## src/rtl/ravenoc_pkg.sv

```systemverilog
// Shared types and constants for the router output-link scheduler.
package ravenoc_pkg;

  localparam int unsigned N_VIRT_CHN = 3;

  typedef enum logic [1:0] {
    FlitHead     = 2'b00,
    FlitBody     = 2'b01,
    FlitTail     = 2'b10,
    FlitHeadTail = 2'b11
  } flit_t;

  localparam int unsigned ARB_FIXED_LOW   = 0;
  localparam int unsigned ARB_FIXED_HIGH  = 1;
  localparam int unsigned ARB_ROUND_ROBIN = 2;

  typedef enum logic {
    StIdle,
    StLocked
  } sched_state_t;

endpackage

```

## src/rtl/vc_credit_counter.sv

```systemverilog
// Downstream credit counter for one virtual channel; saturates at CREDITS.
module vc_credit_counter #(
  parameter int unsigned CREDITS = 4,
  localparam int unsigned CW = $clog2(CREDITS + 1)
) (
  input  logic          clk_i,
  input  logic          arst_i,
  input  logic          consume_i,
  input  logic          credit_i,
  output logic [CW-1:0] count_o,
  output logic          has_credit_o,
  output logic          overflow_o
);

  localparam logic [CW-1:0] Full = CW'(CREDITS);

  logic [CW-1:0] count_q, count_d;

  always_comb begin
    count_d    = count_q;
    overflow_o = 1'b0;
    if (consume_i && !credit_i) begin
      if (count_q != '0) count_d = count_q - CW'(1);
    end else if (credit_i && !consume_i) begin
      if (count_q == Full) overflow_o = 1'b1;
      else count_d = count_q + CW'(1);
    end
  end

  always_ff @(posedge clk_i or posedge arst_i) begin
    if (arst_i) count_q <= Full;
    else        count_q <= count_d;
  end

  assign count_o      = count_q;
  assign has_credit_o = (count_q != '0);

endmodule

```

## src/rtl/vc_link_scheduler.sv

```systemverilog
// Output-link scheduler: arbitrates VC heads, locks a VC for a whole wormhole
// packet and gates every flit on downstream credits.
module vc_link_scheduler #(
  parameter int unsigned N_VIRT_CHN = ravenoc_pkg::N_VIRT_CHN,
  parameter int unsigned CREDITS    = 4,
  parameter int unsigned ARB_MODE   = ravenoc_pkg::ARB_FIXED_HIGH,
  localparam int unsigned VC_W = (N_VIRT_CHN > 1) ? $clog2(N_VIRT_CHN) : 1,
  localparam int unsigned CW   = $clog2(CREDITS + 1)
) (
  input  logic                     clk,
  input  logic                     arst,
  input  logic [N_VIRT_CHN-1:0]    vc_valid_i,
  input  logic [2*N_VIRT_CHN-1:0]  vc_ftype_i,
  output logic [N_VIRT_CHN-1:0]    vc_ready_o,
  output logic                     out_valid_o,
  output logic [VC_W-1:0]          out_vc_id_o,
  input  logic                     out_ready_i,
  input  logic [N_VIRT_CHN-1:0]    credit_i,
  output logic [CW*N_VIRT_CHN-1:0] credit_cnt_o,
  output logic                     locked_o,
  output logic                     err_o
);
  import ravenoc_pkg::*;

  sched_state_t state_q, state_d;
  logic [VC_W-1:0] lock_vc_q, lock_vc_d;
  logic [VC_W-1:0] rr_ptr_q, rr_ptr_d;
  logic            err_q, err_d;

  logic [N_VIRT_CHN-1:0] has_credit, eligible, cand, credit_ovf;
  flit_t                 ftype [N_VIRT_CHN];
  logic                  proto_err, win_found, xfer;
  logic [VC_W-1:0]       win_idx;
  flit_t                 win_type;
  int                    j;

  assign eligible = vc_valid_i & has_credit;

  // Candidate filtering and protocol checks depend on the packet state.
  always_comb begin
    cand      = '0;
    proto_err = 1'b0;
    for (int i = 0; i < int'(N_VIRT_CHN); i++) begin
      ftype[i] = flit_t'(vc_ftype_i[2*i +: 2]);
      if (state_q == StIdle) begin
        if (ftype[i] == FlitHead || ftype[i] == FlitHeadTail) cand[i] = eligible[i];
        else if (vc_valid_i[i]) proto_err = 1'b1;
      end else if (VC_W'(i) == lock_vc_q) begin
        cand[i] = eligible[i];
        if (vc_valid_i[i] && (ftype[i] == FlitHead || ftype[i] == FlitHeadTail)) begin
          proto_err = 1'b1;
        end
      end
    end
  end

  // The last match in each loop wins, so loop order encodes priority.
  always_comb begin
    win_found = 1'b0;
    win_idx   = '0;
    win_type  = FlitHead;
    j         = 0;
    if (ARB_MODE == ARB_ROUND_ROBIN) begin
      for (int k = int'(N_VIRT_CHN) - 1; k >= 0; k--) begin
        j = int'(rr_ptr_q) + k;
        if (j >= int'(N_VIRT_CHN)) j = j - int'(N_VIRT_CHN);
        if (cand[j]) begin
          win_found = 1'b1;
          win_idx   = VC_W'(j);
          win_type  = ftype[j];
        end
      end
    end else if (ARB_MODE == ARB_FIXED_HIGH) begin
      for (int i = 0; i < int'(N_VIRT_CHN); i++) begin
        if (cand[i]) begin
          win_found = 1'b1;
          win_idx   = VC_W'(i);
          win_type  = ftype[i];
        end
      end
    end else begin
      for (int i = int'(N_VIRT_CHN) - 1; i >= 0; i--) begin
        if (cand[i]) begin
          win_found = 1'b1;
          win_idx   = VC_W'(i);
          win_type  = ftype[i];
        end
      end
    end
  end

  assign out_valid_o = win_found;
  assign out_vc_id_o = win_idx;
  assign xfer        = win_found & out_ready_i;

  always_comb begin
    for (int i = 0; i < int'(N_VIRT_CHN); i++) begin
      vc_ready_o[i] = xfer && (win_idx == VC_W'(i));
    end
  end

  always_comb begin
    state_d   = state_q;
    lock_vc_d = lock_vc_q;
    rr_ptr_d  = rr_ptr_q;
    err_d     = err_q | proto_err | (|credit_ovf);
    if (xfer) begin
      unique case (state_q)
        StIdle: begin
          if (win_type == FlitHead) begin
            state_d   = StLocked;
            lock_vc_d = win_idx;
          end
        end
        StLocked: begin
          if (win_type == FlitTail) state_d = StIdle;
        end
        default: state_d = StIdle;
      endcase
      if (win_type == FlitTail || win_type == FlitHeadTail) begin
        rr_ptr_d = (win_idx == VC_W'(N_VIRT_CHN - 1)) ? '0 : win_idx + VC_W'(1);
      end
    end
  end

  always_ff @(posedge clk or posedge arst) begin
    if (arst) begin
      state_q   <= StIdle;
      lock_vc_q <= '0;
      rr_ptr_q  <= '0;
      err_q     <= 1'b0;
    end else begin
      state_q   <= state_d;
      lock_vc_q <= lock_vc_d;
      rr_ptr_q  <= rr_ptr_d;
      err_q     <= err_d;
    end
  end

  assign locked_o = (state_q == StLocked);
  assign err_o    = err_q;

  for (genvar g = 0; g < int'(N_VIRT_CHN); g++) begin : g_credit
    vc_credit_counter #(
      .CREDITS(CREDITS)
    ) u_credit (
      .clk_i       (clk),
      .arst_i      (arst),
      .consume_i   (vc_ready_o[g]),
      .credit_i    (credit_i[g]),
      .count_o     (credit_cnt_o[CW*g +: CW]),
      .has_credit_o(has_credit[g]),
      .overflow_o  (credit_ovf[g])
    );
  end

endmodule

```

## config.mk

```make
export PLATFORM = sky130hd
export DESIGN_NAME = vc_link_scheduler
export DESIGN_NICKNAME = d
export VERILOG_FILES = /design/src/rtl/ravenoc_pkg.sv /design/src/rtl/vc_credit_counter.sv /design/src/rtl/vc_link_scheduler.sv
export SDC_FILE = /design/constraint.sdc
export NUM_CORES = 1
export LEC_CHECK = 0
export BUFFER_PORTS_ARGS = -buffer_cell sky130_fd_sc_hd__buf_4
export CAP_MARGIN = 40
export CELL_PAD_IN_SITES_DETAIL_PLACEMENT = 1
export CELL_PAD_IN_SITES_GLOBAL_PLACEMENT = 1
export CORE_UTILIZATION = 38
export DETAILED_ROUTE_END_ITERATION = 8
export PLACE_DENSITY_LB_ADDON = 0.1
export REMOVE_ABC_BUFFERS = 1
export SLEW_MARGIN = 20
export SYNTH_ARGS = -nofsm -noshare
export SYNTH_HDL_FRONTEND = slang
export SYNTH_SLANG_ARGS = --single-unit
export TNS_END_PERCENT = 10
```

## constraint.sdc

```tcl
create_clock -name clk -period 3.4 [get_ports clk]
set_clock_uncertainty 0.15 [all_clocks]
set_input_delay 0.34 -clock clk [delete_from_list [all_inputs] [get_ports clk]]
set_output_delay 0.34 -clock clk [all_outputs]
set_load 0.1 [all_outputs]
```

After elaboration in Yosys (flattened, before gate mapping):

Cells that the tools add are included.

* $add $sub $neg: 6
* eq/ne operators: 17
* mux-type cells: 56
* bitwise operators: 5
* reduce and logical (&&, ||, !) cells: 38

Operators by type and width (number)
* $mux W1: 39
* $mux W3: 12
* $logic_and A1 B1 Y1: 12
* $logic_not A2 Y1: 6
* $ne A2 B1 Y1 const B: 6
* $reduce_and A3 Y1: 4
* $eq A2 B2 Y1 const B: 5
* $add A3 B1 Y3 const B: 3
* $eq A3 B3 Y1 const B: 3
* $reduce_bool A3 Y1: 3
* $sub A3 B1 Y3 const B: 3
* $mux W2: 4
* $logic_not A1 Y1: 6
* $reduce_bool A2 Y1: 3
* $and A3 B3 Y3: 1
* $logic_or A1 B1 Y1: 3
* $reduce_or A3 Y1: 1
* $eq A1 B2 Y1 const A: 1
* $eq A2 B1 Y1 const B: 1
* $eq A2 B2 Y1 const A: 1
* $or A1 B1 Y1: 2
* $pmux W1 S2: 1
* $and A1 B1 Y1: 1
* $not A1 Y1: 1

* flip-flop bits (word level): 13
* bits of input ports: 15
* output and inout port bits: 17
* logic and storage cells: 128

Depth between registers and ports, before layout:

Gate-level depths: netlist of the first run.

* word-level depth: 15
* mapped depth: 11
* gate-level depth less buffers: 10

Cells and area by module:

From an unflattened synthesis of the first run, not the netlist that was laid out.

* cell total of the unflattened synthesis: 155
* area, all modules: 1276.2 um^2

By module, submodules not included
* vc_credit_counter (g_credit[0].u_credit ...): times used 2, cells an instance 31, area an instance 259.0 um^2, sequential area each 76.3 um^2
* vc_link_scheduler: times used 1, cells an instance 63, area an instance 498.0 um^2, sequential area each 100.1 um^2
* vc_credit_counter (g_credit[1].u_credit): times used 1, cells an instance 30, area an instance 260.2 um^2, sequential area each 76.3 um^2

Worst setup path before layout of the first run:

OpenSTA, ideal clock, no wires.

* path kind: flip-flop to output port
* from: reg with a tool-made name
* to: out out_vc_id_o[0]
* arrival time: 3.480 ns
* data required time: 2.910 ns
* slack: -0.570 ns
* cell stages (with the launch flop): 7
* buffers on the path: 1
* cells stage by stage: dfrtp_1 > buf_4 > inv_1 > a21boi_1 > or2_1 > inv_1 > nor2_1

RTL lines
* to (decl): RTL line vc_link_scheduler.sv:16 `output logic [VC_W-1:0] out_vc_id_o,`

==> results of run 1 <==
## registers in the layout, indices dropped and copies added (netlist names), named ones only
register,flops
err_o,1
lock_vc_q,2
g_credit.u_credit.count_o,9
## per-stage QoR
step	cells	utilization, %	setup TNS [ps]
floorplan	124	-	-1360
global placement	186	49.2	0
detailed placement	186	49.2	0
CTS	191	50.5	0
global route	191	50.5	0
finish	191	50.5	0
## placed cells by master, fill, tap and decap left out, types with 5 or more instances in the layout
cell      n
nand3_1   5
nor2_1    7
a21oi_1   7
dfrtp_1  10
mux2i_1   5
nand2_1   6
buf_4    31
inv_1    14
## cell families after synthesis
kind of cell	Yosys count	share of synthesized area (%)
AND/OR/NAND/NOR	42	21.9
AO/OA/AOI/OAI	40	27.2
buffers and inverters	21	8.27
flip-flops	13	28.6
multiplexers	7	6.31
XOR/XNOR	5	3.81
adder cells (fa/ha/maj)	3	3.92
## routing by layer
metal,part of all wire (%),track usage (%)
met1,45,24.8
met2,52,37.8
met3,2.7,2.95
met4,0,4.18
met5,0,0
## cell type report
type / instances / share of cell area (%)
tap: 31 / 2.74
multi-input combinational: 97 / 51.2
sequential: 13 / 23.2
inverter: 14 / 3.71
timing repair buffer: 32 / 17.1
clock buffer: 3 / 1.59
clock inverter: 1 / 0.353
## critical path, delay by kind of cell, from the launching register on
kind            cells  cell delay [ps]
simple gates        2              640
compound gates      2              360
flops               1              550
buf+inv             2              480
## repair_timing
item	4_1_cts	5_1_grt
hold endpoints to repair	10	0
resized for setup	0	0
hold buffers	1	0
## path summary, 6_finish.rpt
path                       cells after the start                               to  slack, ps                             from
max reg2reg                                    9  g_credit[2].u_credit.count_o[1]        590                         register
max                                            6                    vc_ready_o[0]        590                         register
max in group asynchronous                      3  g_credit[0].u_credit.count_o[2]       2210                             arst
min in group asynchronous                      3                            err_o        510                             arst
min                                            3  g_credit[1].u_credit.count_o[2]        220                      credit_i[1]
min reg2reg                                    1  g_credit[0].u_credit.count_o[2]        400  g_credit[0].u_credit.count_o[1]
==> impl_metrics.ini, run 1 <==
[worst_setup_path]
start_kind = register
slowest_stage = dfrtp_1
critPathArrivalTime_ps = 2320
crit_type = reg2out
cp-end-kind = primary output
crit_path_cell_trace = or3b_1, o21a_2, a211oi_4, nand3_2, inv_1, buf_4
cpPeakStageDelay_ps = 550
crit_fanout = 10
worstPathRequired_ps = 2910

[timing]
postLayoutSetupSlackWorst_ps = 591
hold_violations = 0
setup_viol = 0
clock.fmax_ghz = 0.356
period_share_pct = 82.6
relSlewSlack_pct = 63.3
hold-worst-slack_ps = 222
period_needed_ps = 2810
worst_pin_slew_ps = 549
rsz0062_at_grt = no
drv_slew = 0

[clocking]
htree_levels = 1
cts_setup_buffers = 0
cts.sinks = 13
cts.clk_slew.worst_paths_ps = 100
root_buffer = clkbuf_4
cts_tree = yes
cts_max_path_buffers = 2
worstSkewPairLatency_ps = 280
numCtsBuffers = 3

[synthesis]
synth_edf_count = 0
synth_area_um2 = 1150
ys_seq_area_share_pct = 28.6
synth_ff_type = dfrtp_1
yosysMostFrequentCell = inv_1
synth_cell_type_count = 54
synth_common_cells = inv_1 (14), dfrtp_1 (10), a21oi_1 (7), nor2_1 (7), nand2_1 (6)
synth_top_area_share_pct = 21.8
synth_async_sr_flop_share_pct = 100
yosys.area.top_type = dfrtp_1
synth_area_leaders = dfrtp_1 (22%), dfstp_2 (6.9%), inv_1 (4.6%)
netlist_instances = 131
ys_ff_latch = 13
postSynthAreaPerCell_um2 = 8.78
yosysWarnings = 0

[status]
violations = design-rule violations
outcome = finished, violations left

[final_layout]
fin_area_um2 = 1420
seqCellArea_um2 = 329
multiInputGateArea_um2 = 726
drive_gt1_share_pct = 29.4
syn_to_final_growth_pct = 23.2
antenna_cells = 0
fin_nets = 179
nFillCells = 341

[place]
place_area_um2 = 1380
gp_congestion = 0.739
hpwl_mm = 2.36
placement.io_buffers = 31
pre_cts_ws_ps = 590

[routing]
drt_iter0_drc = 36
wl_mm = 2.97
dr.pass1.iters = 6
wire_per_inst_um = 15.6
drc = 4
viasPerCell = 5.66
ant_nets = 0
vias = 1082

[min_path]
hold_class = in2reg

[grt]
grt_antenna_before_repair = 0
track_usage_pct = 20.3
grt_pass1_wl_mm = 5.18
overflow = 0
grt_max_degree = 14
grt_pass1_vias = 1167

[floorplanning]
rows = 19
design.core.area_um2 = 2810
die-area_um2 = 3250
io_pins = 32
die_h_um = 57.0
start_util_pct = 41.0
chipWidth_um = 57.0

[run]
drv_cap = 0
Power of run 1 is not shown: default switching activity piles up to over one toggle a cycle in this logic, so the estimate is an artifact.
==> inputs of run 2 (changes only) <==
- clock period: 3.4 -> 2.65 ns (I/O delays scaled with it)
==> impl_metrics.ini, run 2 (synthesis results as in run 1) <==
[min_path]
hold_start = credit_i[2]
hold_class = in2reg

[worst_setup_path]
crit_type = reg2out
critPathArrivalTime_ps = 2130
crit_fanout = 9
start_kind = register
rr_startpoint = lock_vc_q[0]
cp-end-kind = primary output
worstPathRequired_ps = 2240

[grt]
grt_max_degree = 14
grt_antenna_before_repair = 0
track_usage_pct = 20.6
grt_pass1_vias = 1157
overflow = 0
grt_pass1_wl_mm = 5.25

[status]
outcome = finished, violations left
violations = design-rule violations

[timing]
setup_viol = 0
drv_slew = 0
period_needed_ps = 2550
rsz0062_at_grt = yes
hold_violations = 0
relSlewSlack_pct = 65.1
clock.fmax_ghz = 0.393
period_share_pct = 96.0
worst_pin_slew_ps = 519

[floorplanning]
die_h_um = 57.0
chipWidth_um = 57.0
die-area_um2 = 3250
design.core.area_um2 = 2810
start_util_pct = 41.0
io_pins = 32
rows = 19

[final_layout]
drive_gt1_share_pct = 38.0
largest_reg_flops = 9
nFillCells = 328
syn_to_final_growth_pct = 33.8
most-common-layout-cells = buf_4 (41), inv_1 (14), dfrtp_1 (8), a21oi_1 (7), nand2_1 (6)
fin_nets = 190
fin_area_um2 = 1540
antenna_cells = 0
instances_no_fill = 202
final_common_cell = buf_4
fin_util_pct = 54.9

[routing]
dr.pass1.iters = 6
drc = 4
wl_mm = 3.11
drt_iter0_drc = 35
ant_nets = 0
viasPerCell = 5.54
wire_per_inst_um = 15.4
vias = 1120

[place]
hpwl_mm = 2.49
gp_congestion = 0.753
place_inst = 195
placement.io_buffers = 31
place_area_um2 = 1450

[clocking]
cts.clk_slew.worst_paths_ps = 80
cts.sinks = 13
cts_max_path_buffers = 2
cts_tree = yes
worstSkewPairLatency_ps = 270
root_buffer = clkbuf_4
htree_levels = 1
numCtsBuffers = 3

[run]
drv_cap = 0
-- run 2: cell types whose count changed in the layout (fill, tap and decap cells not counted), sizes merged --
cell,change
buf,+11
clkbuf,+1
clkinv,-1
-- run 2: cell type report --
cell class / instances / area (µm²) / share of cell area (%)
clock buffer: 4 / 26.3 / 1.71
timing repair buffer: 43 / 338 / 22.0
multi-input combinational: 97 / 752 / 48.9
tap: 31 / 38.8 / 2.52
inverter: 14 / 52.6 / 3.41
sequential: 13 / 332 / 21.5
-- run 2: final timing paths --
check | to | slack (ps) | depth (start not counted)
min reg2reg | lock_vc_q[0] | 420 | 1
min | g_credit[2].u_credit.count_o[2] | 170 | 3
max | vc_ready_o[0] | 100 | 7
min in group asynchronous | err_o | 420 | 3
max reg2reg | g_credit[2].u_credit.count_o[1] | 130 | 9
max in group asynchronous | async pin | 1550 | 3
-- run 2: routing by layer --
layer	share of wire, %	up-vias	GRT usage, %
li1	-	562	-
met5	0	-	0
met2	53	16	38.0
met4	0.32	0	3.14
met3	3.0	2	4.54
met1	43	540	25.0
-- run 2: what timing repair did --
| item | CTS | global route |
|---|---|---|
| setup buffers | 0 | 2 |
| hold buffers | 1 | 0 |
| setup endpoints to repair | 2 | 4 |
| cloned | 0 | 0 |
| gates resized for setup | 1 | 10 |
| endpoints found under the hold margin | 10 | 0 |
-- run 2: through the flow --
step                worst slack (ps)  TNS, ps  hold WS (ps)
floorplan                      -1330    -7940         -10.2
global placement                 139        0           181
detailed placement             -14.4    -14.4           191
CTS                             7.10        0           149
global route                   -24.4    -42.6           166
finish                           105        0           167
-- run 2: worst max-delay path: stages (launching register included) --
cell and delay (ps):
dfrtp_2 450, or3b_1 390, o21a_2 160, a211oi_4 220
nand3_2 120, buf_4 180, inv_1 130, buf_12 190
Power of run 2 is left out for the same reason.
==> inputs of run 3 (changes only) <==
- CTS_BUF_LIST: not set -> sky130_fd_sc_hd__clkbuf_16
==> impl_metrics.ini, run 3 (synthesis results as in run 1) <==
[status]
outcome = finished, violations left
violations = design-rule violations

[place]
placement.io_buffers = 31
gp_congestion = 0.753
hpwl_mm = 2.49
place_inst = 195

[clocking]
cts.sinks = 13
cts.clk_slew.worst_paths_ps = 50
root_buffer = clkbuf_16
worstSkewPairLatency_ps = 240
cts_tree = yes
numCtsBuffers = 3
cts_max_path_buffers = 2
htree_levels = 1

[grt]
overflow = 0
grt_pass1_vias = 1166
grt_pass1_wl_mm = 5.35
track_usage_pct = 20.8
grt_max_degree = 14
grt_antenna_before_repair = 0

[timing]
clock.fmax_ghz = 0.393
period_share_pct = 96.1
worst_pin_slew_ps = 517
relSlewSlack_pct = 65.2
period_needed_ps = 2550
setup_tns_ps = 0
hold-worst-slack_ps = 201
hold_violations = 0
drv_slew = 0
rsz0062_at_grt = yes
setup_viol = 0

[routing]
vias = 1128
ant_nets = 0
viasPerCell = 5.58
wire_per_inst_um = 15.7
wl_mm = 3.18
drc = 4
drt_iter0_drc = 31
dr.pass1.iters = 7

[worst_setup_path]
start_kind = register
slowest_stage = dfrtp_1
cpPeakStageDelay_ps = 440
crit_type = reg2out
critical_path_buf_inv_count = 4
cp_common_cell = buf_4
critPathArrivalTime_ps = 2130
crit_fanout = 8
crit_family = buffers and inverters
crit_path_cell_trace = o31a_1, buf_4, a211oi_4, nand3_2, buf_4, inv_1, buf_6
worstPathRequired_ps = 2240
cp-end-kind = primary output

[final_layout]
most-common-layout-cells = buf_4 (41), inv_1 (15), dfrtp_1 (9), a21oi_1 (7), nand2_1 (6)
fin_nets = 190
largest_reg_flops = 9
final_common_cell = buf_4
syn_to_final_growth_pct = 37.9
nFillCells = 322
antenna_cells = 0
drive_gt1_share_pct = 38.0
seqCellArea_um2 = 330
instances_no_fill = 202
multiInputGateArea_um2 = 756

[floorplanning]
rows = 19
chipWidth_um = 57.0
die_h_um = 57.0
design.core.area_um2 = 2810
io_pins = 32
start_util_pct = 41.0
die-area_um2 = 3250

[min_path]
hold_class = in2reg

[run]
drv_cap = 0
run 3: cell types whose count changed in the layout (fill, tap and decap cells not counted), sizes merged:
| cell | previous run | this run |
|---|---|---|
| inv | 14 | 15 |
| clkbuf | 4 | 3 |
run 3: path summary, 6_finish.rpt:
path | start | end | slack [ps] | cells past startpoint
hold reg to reg | lock_vc_q[0] | lock_vc_q[0] | 410 | 1
min in group asynchronous | arst | err_o | 470 | 3
setup reg to reg | g_credit[1].u_credit.count_o[0] | g_credit[0].u_credit.count_o[1] | 120 | 8
max in group asynchronous | arst | async pin | 1500 | 3
setup / recovery | g_credit[1].u_credit.count_o[0] | vc_ready_o[0] | 100 | 7
hold / removal | credit_i[2] | err_o | 200 | 3
run 3: timing repair:
item,4_1_cts,5_1_grt
endpoints found under the setup margin,3,4
gates resized for setup,1,8
buffers inserted,0,2
pin swaps,0,0
endpoints found under the hold margin,10,0
cloned,0,0
hold buffers,1,0
run 3: layout make-up:
| type | count | share of cell area, % |
|---|---|---|
| Clock buffer | 3 | 4.74 |
| Clock inverter | 1 | 0.237 |
| Timing Repair Buffer | 43 | 20.8 |
| Multi-Input combinational cell | 97 | 47.7 |
| Tap cell | 31 | 2.45 |
| Inverter | 14 | 3.31 |
| Sequential cell | 13 | 20.8 |
run 3: metrics by stage:
step	instance area, µm²	setup slack (ps)	util [%]
3_3_place_gp	1450	139	51.6
3_5_place_dp	1450	-14.4	51.6
5_1_grt	1590	-31.2	56.5
2_1_floorplan	1110	-1330	-
6_report	1590	102	56.5
4_1_cts	1540	44.5	54.8
run 3: per-layer routing:
layer,GRT usage [%],share of wire (%)
met3,3.85,3.1
met4,2.09,0
met5,0,0
met2,39.0,52
met1,25.5,44
run 3: tightest hold or removal path, stage by stage:
cell and delay [ps]:
buf_4 120, nand4_1 90, nand3_1 90
Power of run 3 is left out for the same reason.
